File: config.mk
export PLATFORM = sky130hd
export DESIGN_NAME = eeg_chip_tx
export DESIGN_NICKNAME = d
export VERILOG_FILES = /design/src/rtl/eeg_chip_tx.sv
export SDC_FILE = /design/constraint.sdc
export NUM_CORES = 1
export LEC_CHECK = 0
export CAP_MARGIN = 20
export CORE_MARGIN = 4
export CORE_UTILIZATION = 60
export CTS_CLUSTER_DIAMETER = 100
export DETAILED_ROUTE_END_ITERATION = 16
export HOLD_SLACK_MARGIN = 0.15
export PLACE_DENSITY = 0.89
export SLEW_MARGIN = 30
export SYNTH_ARGS = -nofsm -noshare
export SYNTH_HDL_FRONTEND = slang
export SYNTH_SLANG_ARGS = --single-unit
File: constraint.sdc
create_clock -name clk -period 5.85 [get_ports clk]
set_clock_uncertainty 0.1 [all_clocks]
set_input_delay 1.17 -clock clk [delete_from_list [all_inputs] [get_ports clk]]
set_output_delay 1.17 -clock clk [all_outputs]
set_load 0.03 [all_outputs]
File: src/rtl/eeg_chip_tx.sv
// eeg_chip_tx: burst transmitter toward the EEG chip input port.
// Each accepted request sends one command header beat and then req_len
// payload beats. Payload comes from a first-word fall-through FIFO that
// can be preloaded at any time, including while the FSM is idle.
module eeg_chip_tx #(
    parameter int CHIP_DAT_DW = 8,
    parameter int CHIP_CMD_DW = 4,
    parameter int LEN_AW      = 12,
    parameter int FIFO_AW     = 4
) (
    input  logic                   clk,
    input  logic                   rst,
    input  logic                   req_vld,
    output logic                   req_rdy,
    input  logic [CHIP_CMD_DW-1:0] req_cmd,
    input  logic [LEN_AW-1:0]      req_len,
    input  logic                   wdat_vld,
    output logic                   wdat_rdy,
    input  logic [CHIP_DAT_DW-1:0] wdat_dat,
    output logic                   CHIP_DAT_VLD,
    input  logic                   CHIP_DAT_RDY,
    output logic [CHIP_DAT_DW-1:0] CHIP_DAT_DAT,
    output logic                   CHIP_DAT_CMD,
    output logic                   CHIP_DAT_LST,
    output logic                   busy,
    output logic                   burst_done,
    output logic [FIFO_AW:0]       fifo_cnt
);

    localparam int DEPTH = 2 ** FIFO_AW;

    typedef enum logic [1:0] {IDLE, CMD, DATA} state_e;

    state_e                 state_q, state_d;
    logic [CHIP_CMD_DW-1:0] cmd_q, cmd_d;
    logic [LEN_AW-1:0]      len_q, len_d;
    logic [LEN_AW-1:0]      rem_q, rem_d;
    logic                   done_q, done_d;
    logic                   rst_q;

    logic [CHIP_DAT_DW-1:0] mem_q [DEPTH];
    logic [FIFO_AW-1:0]     wr_ptr_q, rd_ptr_q;
    logic [FIFO_AW:0]       cnt_q;

    logic                   quiet;
    logic                   full, empty;
    logic                   push, pop;
    logic                   vld, hdr, lst;
    logic [CHIP_DAT_DW-1:0] dat;

    // All handshakes and outputs are held off during reset and the cycle after.
    assign quiet = rst | rst_q;
    assign full  = (cnt_q == (FIFO_AW+1)'(DEPTH));
    assign empty = (cnt_q == '0);
    // Push is gated by full only, so a pop at full never frees room the same cycle.
    assign push  = wdat_vld && !full && !quiet;

    // Next-state, latched request fields and beat presentation.
    always_comb begin
        state_d = state_q;
        cmd_d   = cmd_q;
        len_d   = len_q;
        rem_d   = rem_q;
        done_d  = 1'b0;
        pop     = 1'b0;
        vld     = 1'b0;
        hdr     = 1'b0;
        lst     = 1'b0;
        dat     = '0;
        case (state_q)
            IDLE: begin
                if (req_vld && !quiet) begin
                    cmd_d   = req_cmd;
                    len_d   = req_len;
                    state_d = CMD;
                end
            end
            CMD: begin
                vld = 1'b1;
                hdr = 1'b1;
                dat = CHIP_DAT_DW'(cmd_q);
                lst = (len_q == '0);
                if (CHIP_DAT_RDY) begin
                    if (len_q == '0) begin
                        state_d = IDLE;
                        done_d  = 1'b1;
                    end else begin
                        rem_d   = len_q;
                        state_d = DATA;
                    end
                end
            end
            DATA: begin
                // An empty FIFO simply stalls the burst with rem held.
                vld = !empty;
                dat = mem_q[rd_ptr_q];
                lst = (rem_q == LEN_AW'(1));
                if (!empty && CHIP_DAT_RDY) begin
                    pop   = 1'b1;
                    rem_d = rem_q - LEN_AW'(1);
                    if (rem_q == LEN_AW'(1)) begin
                        state_d = IDLE;
                        done_d  = 1'b1;
                    end
                end
            end
            default: state_d = IDLE;
        endcase
    end

    // FSM and burst bookkeeping registers.
    always_ff @(posedge clk) begin
        if (rst) begin
            state_q <= IDLE;
            cmd_q   <= '0;
            len_q   <= '0;
            rem_q   <= '0;
            done_q  <= 1'b0;
            rst_q   <= 1'b1;
        end else begin
            state_q <= state_d;
            cmd_q   <= cmd_d;
            len_q   <= len_d;
            rem_q   <= rem_d;
            done_q  <= done_d;
            rst_q   <= 1'b0;
        end
    end

    // FIFO pointers and occupancy; pointers wrap naturally at the depth.
    always_ff @(posedge clk) begin
        if (rst) begin
            wr_ptr_q <= '0;
            rd_ptr_q <= '0;
            cnt_q    <= '0;
        end else begin
            if (push) wr_ptr_q <= wr_ptr_q + FIFO_AW'(1);
            if (pop)  rd_ptr_q <= rd_ptr_q + FIFO_AW'(1);
            case ({push, pop})
                2'b10:   cnt_q <= cnt_q + (FIFO_AW+1)'(1);
                2'b01:   cnt_q <= cnt_q - (FIFO_AW+1)'(1);
                default: cnt_q <= cnt_q;
            endcase
        end
    end

    // FIFO storage; contents are don't-care once the pointers reset.
    always_ff @(posedge clk) begin
        if (push) mem_q[wr_ptr_q] <= wdat_dat;
    end

    assign req_rdy      = !quiet && (state_q == IDLE);
    assign wdat_rdy     = !quiet && !full;
    assign CHIP_DAT_VLD = !quiet && vld;
    assign CHIP_DAT_CMD = !quiet && hdr;
    assign CHIP_DAT_LST = !quiet && lst;
    assign CHIP_DAT_DAT = quiet ? '0 : dat;
    assign busy         = !quiet && (state_q != IDLE);
    assign burst_done   = !rst && done_q;
    assign fifo_cnt     = quiet ? '0 : cnt_q;

endmodule

Word-level counts from Yosys, hierarchy flattened. Memory sizes are Yosys's and may differ from the RTL's. A register that Yosys moved wholly into a read port is not among the register bits. Cells that the tools add are included.

RAM bits: 128. Output and inout bits: 20. Word-level logic and storage cells: 80. Input bits: 29. Flip-flop bits (word level): 45. Memories: 1.

Memory list: mem_q (words 16, bits a word 8, read ports 1, clocked after memory_dff 1, wr ports 1, line 41) `logic [CHIP_DAT_DW-1:0] mem_q [DEPTH];`.

Muxes and demuxes: 29. Bitwise logic cells: 1. Eq/ne operators: 11. Add/sub/neg operators: 5. Reductions and logical operators: 24.

Operators with widths (number): two-way mux 12 bit (3); case mux 12 bit (2 select lines) (1); case mux 8 bit (2 select lines) (1); equality test 12 x 1 -> 1 bit (second input constant) (1); zero test 12 bit (1); subtractor 12 x 1 -> 12 bit (second input constant) (1); logical AND 1 bit (11); two-way mux 1 bit (10); two-way mux 2 bit (5); != test 2 bit (second input constant) (5); case mux 5 bit (2 select lines) (1); adder 4 x 1 -> 4 bit (second input constant) (2); two-way mux 4 bit (2); two-way mux 8 bit (1); AND reduction 4 bit (2); case mux 1 bit (2 select lines) (3); case mux 2 bit (3 select lines) (1); nonzero test 2 bit (3); adder 5 x 1 -> 5 bit (second input constant) (1); equality test 5 bit (second input constant) (1); zero test 5 bit (1); two-way mux 5 bit (1); subtractor 5 x 1 -> 5 bit (second input constant) (1); equality test 2 x 1 -> 1 bit (second input constant) (2); other kinds (5) (9).

Depth between registers and ports, before layout.
Word-level depth: 7. Gate-level depth with buffers: 13.

Worst setup path after synthesis. No wires, ideal clock.

Path type: input -> output. From: input rst. To: output CHIP_DAT_LST. Path buffers: 1. Slack: 2.103 ns. Arrival time: 2.477 ns. Data required time: 4.580 ns. Cell stages on the path: 4. Cell sequence: nor2_1 clkbuf_1 nand3_1 o21ai_0.

Word-level cells in the longest chain between the ends: 3.

Ends and longest elaborated chain: from (decl) (line 12) `input logic rst,`; bitwise OR 1 bit (line 52) `assign quiet = rst | rst_q;`; zero test 1 bit (line 156) `assign CHIP_DAT_LST = !quiet && lst;`; logical AND 1 bit (line 156); to (decl) (line 24) `output logic CHIP_DAT_LST,`.

No other way between the ends.

Worst setup path after layout.
From: input rst. To: output CHIP_DAT_DAT[2].

Word-level cells in the longest chain between the ends: 2.

Ends and longest elaborated chain: bitwise OR 1 bit (line 52); two-way mux 8 bit (line 157) `assign CHIP_DAT_DAT = quiet ? '0 : dat;`; to (decl) (line 22) `output logic [CHIP_DAT_DW-1:0] CHIP_DAT_DAT,`.

No other way between the ends.

==> run_results.csv <==
group,metric,value,unit
run_status,status,"finished clean",
final_layout,n_fill_cell,792,
placement,dp_cells,729,
timing,timing.final.ws_setup,1050,ps
synthesis,yosysUniqueCellTypes,59,
timing,setup_viol,0,
worst_setup_path,path_delay_family,"simple AND/OR/NAND/NOR gates",
floorplan,initial_core_util,62.1,%
routing,ant_nets,0,
final_layout,antenna_cells,0,
worst_setup_path,required,4580,ps
worst_setup_path,reg2reg_to,"cnt_q[4]",
min_path,hold_class,"reg2reg",
clock_network,post_cts.repair.setup_buffers,0,
timing,fin_setup_tns,0,ps
routing,post_drt_via_cell_ratio,6.11,
placement,io_buffers,48,
grt,grt_pass1_wl,24.9,mm
synthesis,synth_top_cell_area_share,50.7,%
clock_network,numCtsBuffers,17,
routing,drt_iter0_markers,571,
synthesis,async_reset_ff_share,0,%
clock_network,path_clk_slew,70,ps
final_layout,finalNetCount,622,
timing,slew_violations,0,
routing,wire_per_inst,20.8,µm
worst_setup_path,r2r_cells,11,
min_path,hold_path_end,"cmd_q[0]",
clock_network,ctsHtreeMaxLevel,4,
clock_network,clock-root-buffer,"clkbuf_16",
worst_setup_path,crit_type,"in2out",
synthesis,netlist_area,7580,µm²
floorplan,dieWidth,120,µm
synthesis,synthCells,538,
grt,grt_max_degree,59,
placement,hpwlAfterDp,10.1,mm
timing,maxSlewHeadroom,35.6,%
synthesis,synth_enable_flop_cells,128,
min_path,hold_depth,2,
floorplan,row_count,40,
placement,place_ws,1120,ps
clock_network,holdBufCountCts,0,
clock_network,cts_tree,"built",
synthesis,synth_area_leaders,"edfxtp_1 (51%), dfxtp_1 (13%), mux4_2 (11%)",
power,p_leak,2.82,nW
grt,grt_antenna_before_repair,0,
grt,grtUsageTotal,22.6,%
grt,overflow,0,
timing,rsz0062_at_grt,"false",
placement,routabilityCongestion,0.822,
worst_setup_path,slowest_stage,"clkdlybuf4s50_1",
timing,hold_viol,0,
synthesis,syn_nets,580,
run,maxCapViolCount,0,
synthesis,syn_area_per_cell,14.1,µm²
clock_network,clk-insertion-delay-late,430,ps
worst_setup_path,worst-path-buf-inv,2,
routing,wl,15.8,mm
timing,tightestPinTransition,965,ps
synthesis,seq_area_frac_synth,63.7,%
final_layout,area_growth,15.2,%
power,powerDensity,291,nW/µm²
floorplan,dieHeight,120,µm
routing,drt_pre_antenna_iters,6,
clock_network,cts_sinks,177,
worst_setup_path,critPathMaxStageDelay,680,ps
final_layout,instances_no_fill,760,
timing,fin_crit,4800,ps
synthesis,synth_area_leader_cell,"edfxtp_1",
worst_setup_path,cp-end-kind,"primary output",
synthesis,synth_flop_cell,"edfxtp_1",
worst_setup_path,crit_path_frequent_cell,"nor2_1",
routing,vias,4640,
floorplan,core,12200,µm²
worst_setup_path,regToRegSetupSlack,2800,ps
synthesis,synth-seq-cells,177,
worst_setup_path,path_max_fanout,13,
synthesis,synth_warnings,0,
clock_network,clockBufferDepth,2,
worst_setup_path,timing.rr.start,"state_q[0]",
worst_setup_path,arrival,3530,ps
power,ir_drop,0.245,mV
routing,drc_errors,0,
min_path,hp-start,"cmd_q[0]",
final_layout,layout-drive-gt1-share,15.9,%
timing,min_period_over_period,82.0,%
worst_setup_path,start_kind,"input pin",
power,power,2.54,mW
clock_network,cts.repair.resized,0,
floorplan,dieArea,14500,µm²
grt,first_global_vias,4540,
floorplan,io_pins,49,
timing,clock.fmax,208,MHz
worst_setup_path,worstPathCellList,"buf_2 -> nor2_1 -> nand3_1 -> nor2_1 -> a221o_1 -> clkdlybuf4s50_1",
placed cells by master (no fill, tap or decap), drive strengths merged, types with 9 or more instances in the layout:
cell	count
a21oi	36
buf	9
clkbuf	17
clkdlybuf4s50	47
dfxtp	49
edfxtp	128
ha	13
inv	21
mux2i	9
mux4	36
nand2	52
nor2	40
nor2b	16
nor3	9
o21ai	15
worst max-delay path by stage:
stage | start | endpoint | slack (ps) | depth (start not counted)
2_1_floorplan | rst | CHIP_DAT_LST | 2100 | 4
3_3_place_gp | rst | CHIP_DAT_DAT[1] | 1180 | 6
3_5_place_dp | rst | CHIP_DAT_DAT[2] | 1120 | 6
4_1_cts | flip-flop | CHIP_DAT_DAT[6] | 1060 | 5
5_1_grt | flip-flop | CHIP_DAT_DAT[6] | 950 | 5
6_report | rst | CHIP_DAT_DAT[2] | 1050 | 6
area by class of cell:
class                           count  area (µm²)  area share (%)
Clock inverter                     14         135            1.55
Multi-Input combinational cell    317        2560            29.3
Timing Repair Buffer               56         536            6.13
Tap cell                          168         210            2.41
Clock buffer                       17         425            4.87
Inverter                           11        41.3           0.473
Sequential cell                   177        4830            55.3
cell families (layout without fill, tap and decap cells):
logic type / count (synthesis) / count (layout) / synth area share [%]
AOI/OAI and AO/OA: 86 / 86 / 7.40
xor gates and xnor gates: 9 / 9 / 1.04
adders and majority gates: 13 / 13 / 2.15
buffers and inverters: 44 / 98 / 2.61
DFF: 177 / 177 / 63.7
muxes: 50 / 50 / 12.6
and+or+nand+nor: 159 / 159 / 10.5
cell usage after synthesis, types with 8 or more instances:
| cell | number |
|---|---|
| edfxtp_1 | 128 |
| nand2_1 | 52 |
| dfxtp_1 | 49 |
| nor2_1 | 39 |
| mux4_2 | 36 |
| a21oi_1 | 34 |
| clkbuf_1 | 19 |
| nor2b_1 | 16 |
| ha_1 | 13 |
| inv_1 | 11 |
| o21ai_1 | 10 |
| mux2i_1 | 9 |
| buf_2 | 8 |
per-layer routing:
layer | global-route usage [%] | wire length (µm)
met1 | 30.5 | 6640
met4 | 6.87 | 274
met5 | 0 | 0
met3 | 5.29 | 1000
met2 | 37.0 | 7850
per-stage QoR:
step	instance area [µm²]	hold slack (ps)	utilization (%)
after floorplan	7580	336	-
after global placement	8170	346	66.9
after detailed placement	8170	354	66.9
after CTS	8730	363	71.5
after global routing	8730	379	71.5
final	8730	363	71.5
report_power, final:
part,switching [mW],internal [mW]
sequential,0.00761,1.35
combinational,0.0622,0.0429
clock,0.515,0.563
total,0.585,1.96
tightest hold or removal path, cell delays in order (launching register included):
cell and delay, ps:
dfxtp_1 310, nand2_1 50, a21oi_1 50
sequential cells by signal, summed over array words and instances (netlist names), 2 cells and up, named ones only:
signal,count
mem_q,128
len_q,12
rem_q,12
cnt_q,5
cmd_q,4
rd_ptr_q,4
wr_ptr_q,4
state_q,2
(Power assumes the default switching activity.)
